==> config.mk <==
export PLATFORM = sky130hd
export DESIGN_NAME = hdsiso_ring
export DESIGN_NICKNAME = d
export VERILOG_FILES = /design/src/rtl/hdsiso_ring.sv
export SDC_FILE = /design/constraint.sdc
export NUM_CORES = 1
export LEC_CHECK = 0
export BUFFER_PORTS_ARGS = -buffer_cell sky130_fd_sc_hd__buf_2
export CAP_MARGIN = 20
export CORE_UTILIZATION = 58
export DETAILED_ROUTE_END_ITERATION = 16
export GPL_TIMING_DRIVEN = 1
export PLACE_DENSITY_LB_ADDON = 0.08
export REMOVE_ABC_BUFFERS = 1
export SLEW_MARGIN = 20
export SYNTH_ARGS = -nofsm -noshare
export SYNTH_HDL_FRONTEND = slang
export SYNTH_SLANG_ARGS = --single-unit
export TNS_END_PERCENT = 10
==> constraint.sdc <==
create_clock -name clk -period 2.3 [get_ports clk]
set_input_delay 0.115 -clock clk [delete_from_list [all_inputs] [get_ports clk]]
set_output_delay 0.115 -clock clk [all_outputs]
set_load 0.02 [all_outputs]
==> src/rtl/hdsiso_ring.sv <==
`default_nettype none
// ============================================================================
// Module   : hdsiso_ring
// Purpose  : Serial-in/serial-out ring buffer of DEPTH entries. It replays the
//            input stream DEPTH shifts later and exposes a Gray-coded write
//            pointer and one-hot slot pulses for probing. It also contains a
//            Fibonacci PRBS generator with a period marker and a
//            self-synchronising PRBS checker with a saturating error counter.
// Revision : 1.0 - initial parametrised release
// ============================================================================
module hdsiso_ring #(
  parameter int              DEPTH = 8,
  parameter int              AW    = $clog2(DEPTH),
  parameter int              LW    = 8,
  parameter logic [LW-1:0]   TAPS  = LW'(8'hB8),
  parameter logic [LW-1:0]   SEED  = LW'(1)
) (
  input  logic             clk,
  input  logic             rst,
  input  logic             shift_en,
  input  logic             d_in,
  input  logic             din_sel,
  input  logic             lfsr_en,
  output logic             d_out,
  output logic [AW-1:0]    gray,
  output logic [DEPTH-1:0] pulse,
  output logic             lfsr_bit,
  output logic             lfsr_period,
  output logic [1:0]       chk_state,
  output logic [7:0]       err_cnt
);

  // Checker counter must reach DEPTH (up to 64) and LW-1 (up to 15).
  localparam int CW = 7;

  typedef enum logic [1:0] {
    ST_IDLE  = 2'd0,
    ST_FILL  = 2'd1,
    ST_SYNC  = 2'd2,
    ST_CHECK = 2'd3
  } chk_state_t;

  // Ring storage and pointer
  logic [DEPTH-1:0] mem_q;
  logic [AW-1:0]    wp_q;
  logic [AW-1:0]    wp_d;
  logic             dout_q;
  logic             ring_in;

  // PRBS generator
  logic [LW-1:0]    lfsr_q;
  logic [LW-1:0]    lfsr_d;

  // PRBS checker
  chk_state_t       state_q;
  logic [CW-1:0]    cnt_q;
  logic [LW-1:0]    ref_q;
  logic [7:0]       err_q;
  logic             exp_bit;

  // Next-state values for the ring pointer, generator and checker prediction
  always_comb begin
    ring_in = din_sel ? lfsr_q[LW-1] : d_in;
    wp_d    = wp_q + AW'(1);
    lfsr_d  = {lfsr_q[LW-2:0], ^(lfsr_q & TAPS)};
    exp_bit = ^(ref_q & TAPS);
  end

  // Ring: read the slot at wp before overwriting it, then advance the pointer
  always_ff @(posedge clk or posedge rst) begin
    if (rst) begin
      mem_q  <= '0;
      dout_q <= 1'b0;
      wp_q   <= '0;
    end else if (shift_en) begin
      dout_q      <= mem_q[wp_q];
      mem_q[wp_q] <= ring_in;
      wp_q        <= wp_d;
    end
  end

  // Fibonacci LFSR; only advances when both enables are high, never reloads
  always_ff @(posedge clk or posedge rst) begin
    if (rst) begin
      lfsr_q <= SEED;
    end else if (shift_en && lfsr_en) begin
      lfsr_q <= lfsr_d;
    end
  end

  // Checker FSM: wait for the first PRBS bit to come around the ring, load
  // LW received bits as the reference, then compare against self-predicted
  // bits. Predicted (not received) bits feed the reference so a single bad
  // bit does not corrupt later predictions.
  always_ff @(posedge clk or posedge rst) begin
    if (rst) begin
      state_q <= ST_IDLE;
      cnt_q   <= '0;
      ref_q   <= '0;
      err_q   <= '0;
    end else if (!din_sel) begin
      // Leaving PRBS mode aborts the checker immediately; the error count
      // stays visible until the next run starts.
      state_q <= ST_IDLE;
      cnt_q   <= '0;
    end else if (shift_en) begin
      case (state_q)
        ST_IDLE: begin
          // This edge already writes the first PRBS bit, so it counts as one.
          state_q <= ST_FILL;
          cnt_q   <= CW'(1);
          err_q   <= '0;
        end
        ST_FILL: begin
          // After DEPTH+1 edges the first PRBS bit sits on d_out.
          if (cnt_q == CW'(DEPTH)) begin
            state_q <= ST_SYNC;
            cnt_q   <= '0;
          end else begin
            cnt_q <= cnt_q + CW'(1);
          end
        end
        ST_SYNC: begin
          ref_q <= {ref_q[LW-2:0], dout_q};
          if (cnt_q == CW'(LW - 1)) begin
            state_q <= ST_CHECK;
            cnt_q   <= '0;
          end else begin
            cnt_q <= cnt_q + CW'(1);
          end
        end
        ST_CHECK: begin
          if ((dout_q != exp_bit) && (err_q != 8'hFF)) begin
            err_q <= err_q + 8'd1;
          end
          ref_q <= {ref_q[LW-2:0], exp_bit};
        end
        default: begin
          state_q <= ST_IDLE;
          cnt_q   <= '0;
        end
      endcase
    end
  end

  // One-hot slot pulses decoded from the binary write pointer
  generate
    for (genvar i = 0; i < DEPTH; i++) begin : g_pulse
      assign pulse[i] = (wp_q == AW'(i));
    end
  endgenerate

  assign d_out       = dout_q;
  assign gray        = wp_q ^ (wp_q >> 1);
  assign lfsr_bit    = lfsr_q[LW-1];
  assign lfsr_period = (lfsr_q == SEED);
  assign chk_state   = state_q;
  assign err_cnt     = err_q;

endmodule
`default_nettype wire
# Word level (Yosys, flattened, before mapping)
# Index checks and enable logic that the tools add are counted.
# W data, S select, Z words.
[word_totals]
elab_cells = 66
ff_bits = 45
in_bits = 6
[classes]
reduce_logical = 13
n_eq_ne = 20
magnitude_cmp = 2
bitwise_logic = 1
mux = 19
addsub = 3
[ops]
columns = ["op", "n"]
rows = [
  ["$pmux W8 S2", 2],
  ["$mux W7", 4],
  ["$pmux W7 S3", 1],
  ["$reduce_xor A8 Y1", 2],
  ["$eq A3 B3 Y1 const B", 4],
  ["$add A8 B1 Y8 const B", 1],
  ["$bwmux W8", 1],
  ["$eq A8 B1 Y1 const B", 1],
  ["$mux W2", 4],
  ["$mux W8", 1],
  ["$ne A8 B8 Y1 const B", 1],
  ["$reduce_and A4 Y1", 2],
  ["$add A7 B1 Y7 const B", 1],
  ["$eq A7 B3 Y1 const B", 1],
  ["$eq A7 B4 Y1 const B", 1],
  ["$eq A3 B2 Y1 const B", 2],
  ["$ne A3 B3 Y1 const B", 2],
  ["$pmux W2 S3", 1],
  ["$eq A2 B2 Y1 const B", 2],
  ["$lt A3 B4 Y1 const B", 1],
  ["$ne A2 B2 Y1 const B", 2],
  ["$ne A4 B1 Y1 const B", 1],
  ["$reduce_bool A2 Y1", 2],
  ["$add A3 B1 Y3 const B", 1],
  ["13 further kinds", 17],
]

# Longest topological paths before layout
[logic_depth]
word_depth = 5
mapped_depth = 8

# Least setup slack after synthesis
# No wires, ideal clock.
[synth_timing]
kind = "register -> register"
from = "reg state_q[0] (netlist: chk_state[0])"
to = "reg state_q[0] (netlist: chk_state[0])"
setup_slack_ns = 0.420
setup_time_ns = 0.122
t_required_ns = 2.178
period_less_slack_ns = 1.880
t_arrival_ns = 1.758
path_stages_with_launch = 8
path_cell_list = "dfrtp_1 -> inv_1 -> ha_1 -> o31ai_1 -> and2_1 -> clkbuf_1 -> nor2_1 -> a32o_1"
[synth_via]
elab_chain_len = 4
[synth_lines]
columns = ["item", "line", "rtl"]
rows = [
  ["from (decl)", "55", "chk_state_t state_q;"],
  ["from (signal assigned)", "97", "state_q <= ST_IDLE;"],
  ["from (signal assigned)", "104", "state_q <= ST_IDLE;"],
  ["from (signal assigned)", "110", "state_q <= ST_FILL;"],
  ["$eq A2 B2 Y1 (tied with other cells)", "107", "case (state_q)"],
  ["$pmux W2 S3", "107", ""],
  ["$mux W2", "106", "end else if (shift_en) begin"],
  ["$mux W2", "101", "end else if (!din_sel) begin"],
]
# Several ways; a longest one is shown, not always the timed one. The select of a mux whose other input is x is not followed.
# A chain may end at the register's enable or synchronous reset.

# Worst setup path in the final report
[layout_timing]
from = "reg cnt_q[4]"
to = "reg cnt_q[5]"
[layout_via]
elab_chain_len = 5
[layout_lines]
columns = ["item", "line", "rtl"]
rows = [
  ["from (decl)", "56", "logic [CW-1:0] cnt_q;"],
  ["from (signal assigned)", "120", "cnt_q <= cnt_q + CW'(1);"],
  ["from (signal assigned)", "129", "cnt_q <= cnt_q + CW'(1);"],
  ["$add A7 B1 Y7 (tied with other cells)", "120, 129", ""],
  ["$mux W7 (on tied branches)", "125, 116", ""],
  ["$pmux W7 S3 (*)", "107", ""],
  ["$mux W7 (*)", "106", ""],
  ["$mux W7 (*)", "101", ""],
]
# Every way passes the cells marked *; elsewhere a longest branch is shown, timed or not. The select of a mux whose other input is x is not followed.

==> run_results.csv <==
group,metric,value,unit
grt,antenna_found_initial,0,
hold_path,hold_class,"in -> reg",
grt,grt.total_usage,0.225,
drt,detail-route-antenna-nets,0,
critical_path,crit_chain,"or3_1 -> o31ai_1 -> o21ai_1 -> a31oi_1 -> nor2_1",
critical_path,arrival,2.09,ns
sta,setup_ws,0.381,ns
drt,drc_errors,0,
hold_path,hold_depth,3,
critical_path,slowest_delay,0.42,ns
sta,timing.hold.ws,0.190,ns
synthesis,synth-seq-area-share,0.456,
cts,clock-sinks,45,
place,globalplace.congestion,0.803,
critical_path,regToRegStartpoint,"cnt_q[4]",
hold_path,min-delay-start,"din_sel",
drt,vias,1747,
critical_path,r2r_slack,0.38,ns
job,maxCapViolCount,0,
synthesis,ys_async_sr_fraction,1.00,
place,io_buffers,29,
cts,clk_pin_slew,0.08,ns
cts,h-tree-depth,2,
sta,slew_viol_final,0,
power,vdd_drop_max,0.687,mV
drt,detail_route.first_pass.iterations,4,
cts,clk-insertion-delay-late,0.30,ns
synthesis,ys_ff_latch,45,
drt,drtIter0Drc,54,
grt,grt_max_degree,46,
place,dp_hpwl,3080,um
sta,worstMarginPinSlew,0.688,ns
cells_and_area,syn_to_final_growth,11.5,%
critical_path,worst-path-buf-inv,0,
floorplanning,top_level_ports,30,
floorplanning,rows,23,
cells_and_area,drive_above_1_share,0.175,
cts,cts_buffer_depth,2,
cells_and_area,post-route-util,0.680,
cts,cts_buffers,5,
critical_path,cp_top_family,"compound AO/OA/AOI/OAI gates",
synthesis,avgSynthCellArea,10.4,sq um
cts,post_cts_resized,0,
drt,wl,4350,um
critical_path,crit_fanout,5,
floorplanning,die_h,67.3,um
cts,cts_tree,"built",
cells_and_area,insertedDiodeCount,0,
synthesis,ys_types,41,
status,status,"finished, final reports clean",
sta,rsz0062_at_grt,"no",
drt,via_per_inst,5.48,
drt,wl_per_cell,13.6,um
sta,finalCritPeriodShare,0.834,
synthesis,synthesis.area,2470,sq um
sta,setup_violations,0,
cells_and_area,nets,292,
grt,grt_pass1_wl,7540,um
grt,gr-total-overflow,0,
critical_path,path_class,"reg -> reg",
floorplanning,die-width,67.3,um
synthesis,synthTopCellsByCount,"dfrtp_1, nand2_1, ha_1",
sta,fmax,521,MHz
synthesis,synth_area_leader_cell,"dfrtp_1",
synthesis,syn_inst,237,
sta,finalHoldViolCount,0,
cts,cts-root-buf,"clkbuf_8",
synthesis,yosysWarningCount,0,
synthesis,synth-edff-count,0,
power,cellLeakagePower,1.35,nW
hold_path,min_to,"cnt_q[0]",
critical_path,cp_slowest_cell,"a31oi_1",
place,dpl_worst_slack,0.390,ns
floorplanning,core,4060,sq um
sta,skew,0.00642,ns
synthesis,yosysMostFrequentCell,"dfrtp_1",
power,p_per_area,1100,nW/um^2
sta,period_minus_slack,1.92,ns
critical_path,cp-start-kind,"flop",
critical_path,cp.required,2.47,ns
floorplanning,start_util,0.610,
synthesis,yosys-top-cells-area,"dfrtp_1, ha_1, mux2_1",
synthesis,synth_top_area_share,0.445,
grt,grt_pass1_vias,1724,
sta,slew_headroom,0.528,
critical_path,endpoint_kind,"flop",
floorplanning,dieArea,4530,sq um
critical_path,worstReg2RegEnd,"cnt_q[5]",
critical_path,reg2reg_depth,5,
synthesis,ys.flop_type,"dfrtp_1",
sta,tns,0,ns
## cell usage in the layout (no fill, tap or decap), drive strengths merged
cell,instances
a21o,2
dfstp,1
clkbuf,6
inv,14
xnor2,11
or3,1
mux2i,1
o211a,1
a31oi,6
clkinv,3
nor2b,7
nand2b,1
nor3b,1
a2111oi,1
nand4,4
o31ai,3
xor2,4
o211ai,2
dfrtp,44
nand2,22
a211oi,3
dlygate4sd3,1
o21ai,15
a32o,2
nor2,15
a21boi,1
nand3b,1
and2,4
nor4b,2
xnor3,1
nor3,1
a21oi,8
mux4,2
and3,3
a221oi,1
ha,18
nand3,10
buf,33
mux2,13
## tightest hold or removal path, cell delays in order
cell     delay (ns)
buf_2          0.18
nand2_1        0.09
o31ai_1        0.07
## cell families after synthesis
group                    share of synthesized area
AO/OA/AOI/OAI                                0.123
buffers and inverters                       0.0409
XOR/XNOR                                    0.0657
flip-flops                                   0.456
multiplexers                                0.0814
AND/OR/NAND/NOR                              0.142
adder cells (fa/ha/maj)                     0.0910
## final cells by class
| type | instances | area [sq um] |
|---|---|---|
| Clock buffer | 6 | 72.6 |
| Clock inverter | 2 | 10.0 |
| Fill cell | 330 | 1300 |
| Inverter | 15 | 56.3 |
| Multi-Input combinational cell | 167 | 1250 |
| Sequential cell | 45 | 1130 |
| Tap cell | 50 | 62.6 |
| Timing Repair Buffer | 34 | 185 |
## state kept, by name, indices dropped and copies added, names as in the netlist
register   cells
ref_q          8
lfsr_q         8
mem_q          8
err_cnt        8
d_out          1
chk_state      2
cnt_q          7
wp_q           3
## metrics by stage
step                      instance area, sq um  power (mW)  std cells
final                                     2760        3.05        319
after global routing                      2760        3.31        319
after CTS                                 2760        3.08        319
after detailed placement                  2670        2.60        310
after global placement                    2670        2.57        310
after floorplan                           2430        2.25        227
## layer usage
layer | share of wire | global-route usage | wire [um]
met1 | 0.48 | 0.281 | 2080
met2 | 0.48 | 0.379 | 2070
met3 | 0.027 | 0.0405 | 119
met4 | 0.017 | 0.101 | 76
met5 | 0 | 0 | 0
## worst max-delay path by stage
| stage | startpoint | to | slack, ns | depth (start not counted) |
|---|---|---|---|---|
| after floorplan | chk_state[1] | err_cnt[5] | 0.31 | 5 |
| after global placement | cnt_q[4] | cnt_q[5] | 0.44 | 5 |
| after detailed placement | cnt_q[4] | cnt_q[6] | 0.39 | 5 |
| after CTS | cnt_q[4] | cnt_q[5] | 0.38 | 5 |
| after global routing | cnt_q[4] | cnt_q[5] | 0.16 | 5 |
| final | cnt_q[4] | cnt_q[5] | 0.38 | 5 |
## power breakdown
part / internal [mW] / switching (mW) / leakage, nW
clock network: 0.211 / 0.258 / 0.0450
logic: 0.565 / 0.761 / 0.712
registers: 1.02 / 0.234 / 0.589
total: 1.80 / 1.25 / 1.35
## timing repair
item                                   CTS  global route
hold buffers                             1             0
endpoints found under the hold margin   44             0
setup buffers                            0             0
(Power assumes the default switching activity.)
